===== src/rtl/console_writer.sv =====
// Character-stream front end for a text-mode framebuffer with cursor, wrap and scroll.
// Optional CONSOLE_FORMFEED_EN: 0x0C clears the screen with the byte's colours and homes.
module console_writer #(
    parameter int         COLS       = 160,
    parameter int         ROWS       = 45,
    parameter logic [7:0] BLANK_CHAR = 8'h20,
    parameter logic [11:0] DEF_FG    = 12'hFFF,
    parameter logic [11:0] DEF_BG    = 12'h000
) (
    input  logic        clk,
    input  logic        rst,
    input  logic        char_valid,
    input  logic [7:0]  char_data,
    output logic        char_ready,
    input  logic [11:0] fg,
    input  logic [11:0] bg,
    output logic [7:0]  write_posx,
    output logic [5:0]  write_posy,
    output logic [31:0] write_value,
    output logic        write_enable,
    output logic [5:0]  v_offset
);

    localparam logic [7:0] XMAX  = 8'(COLS - 1);
    localparam logic [8:0] XLAST = 9'(COLS - 1);
    localparam logic [8:0] XEND  = 9'(COLS);
    localparam logic [5:0] YLAST = 6'(ROWS - 1);
    localparam logic [6:0] ROWS7 = 7'(ROWS);

    typedef enum logic [1:0] {CLR_ALL, IDLE, CLR_ROW} state_t;

    state_t      state_q, state_d;
    logic [7:0]  x_q, x_d;
    logic [5:0]  y_q, y_d;
    logic [8:0]  cx_q, cx_d;
    logic [5:0]  cy_q, cy_d;
    logic [23:0] col_q, col_d;
    logic        we_q, we_d;
    logic [7:0]  posx_q, posx_d;
    logic [5:0]  posy_q, posy_d;
    logic [31:0] value_q, value_d;
    logic [5:0]  voff_q, voff_d;
    logic        rdy_q, rdy_d;
    logic        nl;

    function automatic logic [5:0] phys(input logic [5:0] row, input logic [5:0] off);
        logic [6:0] sum;
        sum = {1'b0, row} + {1'b0, off};
        if (sum >= ROWS7) sum = sum - ROWS7;
        return sum[5:0];
    endfunction

    always_comb begin
        state_d = state_q;
        x_d     = x_q;
        y_d     = y_q;
        cx_d    = cx_q;
        cy_d    = cy_q;
        col_d   = col_q;
        we_d    = 1'b0;
        posx_d  = posx_q;
        posy_d  = posy_q;
        value_d = value_q;
        voff_d  = voff_q;
        rdy_d   = rdy_q;
        nl      = 1'b0;
        unique case (state_q)
            CLR_ALL: begin
                rdy_d   = 1'b0;
                we_d    = 1'b1;
                posx_d  = cx_q[7:0];
                posy_d  = cy_q;
                value_d = {col_q, BLANK_CHAR};
                if (cx_q == XLAST) begin
                    cx_d = '0;
                    if (cy_q == YLAST) begin
                        cy_d    = '0;
                        state_d = IDLE;
                        x_d     = '0;
                        y_d     = '0;
                        voff_d  = '0;
                    end else begin
                        cy_d = cy_q + 6'd1;
                    end
                end else begin
                    cx_d = cx_q + 9'd1;
                end
            end
            IDLE: begin
                rdy_d = 1'b1;
                if (char_valid && rdy_q) begin
                    col_d = {fg, bg};
                    case (char_data)
                        8'h0D: x_d = '0;
                        8'h0A: begin
                            x_d = '0;
                            nl  = 1'b1;
                        end
                        8'h08: begin
                            if (x_q != 8'd0) begin
                                x_d     = x_q - 8'd1;
                                we_d    = 1'b1;
                                posx_d  = x_q - 8'd1;
                                posy_d  = phys(y_q, voff_q);
                                value_d = {fg, bg, BLANK_CHAR};
                            end
                        end
`ifdef CONSOLE_FORMFEED_EN
                        8'h0C: begin
                            state_d = CLR_ALL;
                            rdy_d   = 1'b0;
                            cx_d    = '0;
                            cy_d    = '0;
                        end
`endif
                        default: begin
                            we_d    = 1'b1;
                            posx_d  = x_q;
                            posy_d  = phys(y_q, voff_q);
                            value_d = {fg, bg, char_data};
                            if (x_q == XMAX) begin
                                x_d = '0;
                                nl  = 1'b1;
                            end else begin
                                x_d = x_q + 8'd1;
                            end
                        end
                    endcase
                    // Bottom row full: recycle the oldest physical row instead of moving down
                    if (nl) begin
                        if (y_q != YLAST) begin
                            y_d = y_q + 6'd1;
                        end else begin
                            state_d = CLR_ROW;
                            rdy_d   = 1'b0;
                            cx_d    = '0;
                        end
                    end
                end
            end
            CLR_ROW: begin
                rdy_d = 1'b0;
                if (cx_q == XEND) begin
                    state_d = IDLE;
                    rdy_d   = 1'b1;
                    cx_d    = '0;
                    voff_d  = (voff_q == YLAST) ? 6'd0 : voff_q + 6'd1;
                end else begin
                    we_d    = 1'b1;
                    posx_d  = cx_q[7:0];
                    posy_d  = voff_q;
                    value_d = {col_q, BLANK_CHAR};
                    cx_d    = cx_q + 9'd1;
                end
            end
            default: state_d = CLR_ALL;
        endcase
    end

    always_ff @(posedge clk) begin
        if (rst) begin
            state_q <= CLR_ALL;
            x_q     <= '0;
            y_q     <= '0;
            cx_q    <= '0;
            cy_q    <= '0;
            col_q   <= {DEF_FG, DEF_BG};
            we_q    <= 1'b0;
            posx_q  <= '0;
            posy_q  <= '0;
            value_q <= '0;
            voff_q  <= '0;
            rdy_q   <= 1'b0;
        end else begin
            state_q <= state_d;
            x_q     <= x_d;
            y_q     <= y_d;
            cx_q    <= cx_d;
            cy_q    <= cy_d;
            col_q   <= col_d;
            we_q    <= we_d;
            posx_q  <= posx_d;
            posy_q  <= posy_d;
            value_q <= value_d;
            voff_q  <= voff_d;
            rdy_q   <= rdy_d;
        end
    end

    assign char_ready   = rdy_q;
    assign write_enable = we_q;
    assign write_posx   = posx_q;
    assign write_posy   = posy_q;
    assign write_value  = value_q;
    assign v_offset     = voff_q;

endmodule


===== config.mk =====
export PLATFORM = sky130hd
export DESIGN_NAME = console_writer
export DESIGN_NICKNAME = d
export VERILOG_FILES = /design/src/rtl/console_writer.sv
export SDC_FILE = /design/constraint.sdc
export NUM_CORES = 1
export LEC_CHECK = 0
export CORE_ASPECT_RATIO = 0.75
export CORE_MARGIN = 3
export CORE_UTILIZATION = 40
export DETAILED_ROUTE_END_ITERATION = 8
export GPL_ROUTABILITY_DRIVEN = 0
export PLACE_DENSITY = 0.73
export SETUP_SLACK_MARGIN = 0.3
export SYNTH_ARGS = -nofsm -noshare
export SYNTH_HDL_FRONTEND = slang
export SYNTH_SLANG_ARGS = --single-unit

===== constraint.sdc =====
create_clock -name clk -period 7.7 [get_ports clk]
set_clock_uncertainty 0.1 [all_clocks]
set_input_delay 1.54 -clock clk [delete_from_list [all_inputs] [get_ports clk]]
set_output_delay 1.54 -clock clk [all_outputs]
set_load 0.01 [all_outputs]

==> metrics list <==
- Crit path required time: 7880 ps
- Detail-routed via count per cell: 5.37
- In this design, the stage delay of the slowest critical-path cell is 920 ps.
- In this run the number of H-tree levels came out at 3.
- Clock sink total: 109
- Final-layout fill cell count: 1359
- Timing would allow up to 233 MHz.
- Leakage power of the design: 2.56 nW
* Maximum clock path buffer count: 2
* Worst skew pair latency: 350 ps
- Of the cells placed in the final design, the portion with a size suffix greater than 1 is 0.0492.
- Port buffering added 88 buffers.
- The routed design could run at a clock period as short as roughly 4300 ps.
- Overall track demand over capacity in global routing: 0.178
* Most Frequent Cell on Critical Path: nor3_1
* Power density over the cells: roughly 160 nW/um^2
* Primary flip-flop cell chosen by synthesis mapping: dfxtp_1
* Post-synth EDFFs: 0
* Cell accounting for the most synthesized area: dfxtp_1
* Synthesized Nets: a little under 800
- Fraction of synthesized cell area taken by the top area cell type: 0.375
* Die extent in y: 110 um
- Detailed routing inserted a total of 5300 vias.
- The min-delay analysis places its worst path in the category register to register.
* CORE AREA: 14000 um^2
- Vias in the first global route: between 4000 and 5000
- Worst Setup SP: char_data[2]
- Endpoints failing setup: 0
* Count of state elements after synthesis: roughly 110
- After synthesis, the cell types taking the most area are dfxtp_1, nand2_1, nor2_1.
- The number of antenna violations at the first check in global routing was 0.
- The count of cells in the finished layout, fillers not included, comes to a little under 1000.
* Starting density of the core: 0.416
- Number of hold violations in the final report: 0
- Synthesis handed over a netlist of approximately 730 instances.
* Maximum fanout along the worst path: 61
- Post-Syn Area: 5820 um^2
* Endpoint of the lowest-slack register-to-register path: write_value[2]
- Worst flop-to-flop path startpoint: state_q[1]
* Nets@finish: 846
* Slew at the pin closest to its max-slew limit: around 1100 ps
- Post-CTS Hold Fix Bufs: 0
- Total Routed Length: about 15 mm
* Cell count after placement: 971
- Number of cells on the worst reg-to-reg path: 10
- Inserted Diodes: 0
- Post-DP HPWL: 10.3 mm
- CTS Root Cell: clkbuf_16
* Area enclosed by the die boundary: 16000 um^2
- Crit path max-delay cell type: and2_2
- Number of setup buffers added after CTS: 0
* Antenna Nets Post-Route: 0
- RSZ-0062 raised after global routing: false
- Asr flop ratio synth: 0
- Final-report max-slew violation count: 0
* Number of warning messages in the yosys log: 0
- Max transition margin: 0.234
- Entering global routing, the biggest net connects 75 pins.
- Core utilization of the finished layout: 0.509
- For this run, the detailed router's first-pass iteration total came to 4.
- Worst reg-to-reg setup slack: 3660 ps
- CTS tree: built
- Compared with the post-synthesis result, the final layout area differs by 22.2%.
- Number of violations of the max-capacitance limit: 0
- Wire length of the first global-routing pass: 24.2 mm
- Highest ir drop seen on vdd: 0.110 mV
- DRC: 0
- The worst setup path is launched from an input port.
- 89 I/O pins were placed.
- Once the clock tree was built, the resizer swapped 0 gates to a different size.
* Worst setup path category: input port to register
- Most frequent cells in the layout: dfxtp_1, nand2_1, nor2_1, clkdlybuf4s50_1, a21oi_1
- In this run the mean area of a mapped cell was 8.01 um^2.
* Worst setup path endpoint: write_posy[2]
* Total CTS buffers: 9
* Most common cell after layout, fill and taps aside: dfxtp_1
- Synth unique cells: 68
- Of the available clock period, the critical path in the final layout requires 0.559.
- Clock transition time at the flip-flop clock pins of the worst setup and hold paths: roughly 80 ps
- Critical path arrival: ~4500 ps
- Status: finished, final reports clean
- List of cells traversed by the critical path: clkdlybuf4s50_1 -> nor3_1 -> nand3_1 -> nor3_1 -> o31ai_1 -> and2_2 -> o221ai_1 -> a21oi_1
- In the final routed layout, each cell accounts on average for 14.8 um.
* Starting DRT DRC Count: around 420
* Crit. End Element: register
- From left edge to right edge, the die measures 145 um.
- The share of the Yosys chip area taken by registers is 0.375.
- Summed over all layers, the global routing overflow is 0.
* Core Rows: 37
* Accumulated negative setup slack: 0 ps
-- per-layer routing --
layer | wire (um) | vias to the layer above | global-route usage
li1 | - | 2677 | -
met3 | 1210 | 7 | 0.0435
met5 | 0 | - | 0
met2 | 5900 | 190 | 0.256
met4 | 85 | 0 | 0.0329
met1 | 7420 | 2426 | 0.270
-- worst max-delay path, delay by kind of cell --
family                 cells  cell delay [ps]
buffers and inverters      1              570
AOI/OAI and AO/OA          3              780
and+or+nand+nor            4             1580
-- registers in the layout (all words and copies together), names as in the netlist --
signal / flops
x_q: 8
write_enable: 1
cy_q: 6
write_value: 32
char_ready: 1
cx_q: 9
col_q: 24
write_posx: 8
v_offset: 6
y_q: 6
state_q: 2
write_posy: 6
-- worst min path at each step --
stage	startpoint	slack [ps]	cells after the start	end
final	write_posx[2]	360	2	write_posx[2]
after global routing	col_q[3]	380	2	col_q[3]
after CTS	col_q[2]	360	2	col_q[2]
after detailed placement	col_q[2]	350	2	col_q[2]
after global placement	col_q[2]	340	2	col_q[2]
after floorplan	col_q[0]	340	2	col_q[0]
-- synth_stat cells (all sizes together), types with 11 or more instances --
library cell  count
xnor2            19
a21oi            52
dfxtp           109
o21ai            22
nand2           108
clkbuf           34
xor2             11
mux2i            28
ha               23
nor3             16
a211oi           32
inv              26
nand3            32
nor2             89
-- power by group --
part	switching (mW)	leakage [nW]	internal, mW
clock network	0.241	0.151	0.234
registers	0.00430	0.884	0.569
logic	0.0263	1.53	0.0291
total	0.271	2.56	0.832
-- area by class of cell --
cell class | count | area [um^2] | area share
Multi-Input combinational cell | 549 | 3370 | 0.474
Clock buffer | 9 | 225 | 0.0317
Sequential cell | 109 | 2180 | 0.307
Inverter | 26 | 97.6 | 0.0137
Tap cell | 195 | 244 | 0.0343
Timing Repair Buffer | 92 | 906 | 0.127
Clock inverter | 7 | 86.3 | 0.0121
-- cells by family (layout without fill, tap and decap cells) --
group                    Yosys count  count (layout)  share of synthesized area
AO/OA/AOI/OAI                    165             165                      0.194
XOR/XNOR                          30              30                     0.0452
adder cells (fa/ha/maj)           24              24                     0.0529
buffers and inverters             68             134                     0.0462
flip-flops                       109             109                      0.375
multiplexers                      28              28                     0.0482
AND/OR/NAND/NOR                  302             302                      0.238
-- through the flow --
stage | setup slack, ps | cell area, um^2 | hold slack (ps) | power, mW
floorplan | 4270 | 5820 | 336 | 0.606
global placement | 3120 | 6800 | 342 | 0.642
detailed placement | 3020 | 6800 | 346 | 0.642
CTS | 3360 | 7110 | 357 | 1.11
global route | 3050 | 7110 | 378 | 1.14
finish | 3400 | 7110 | 356 | 1.10
No activity file was read; power rests on OpenSTA's default activity.
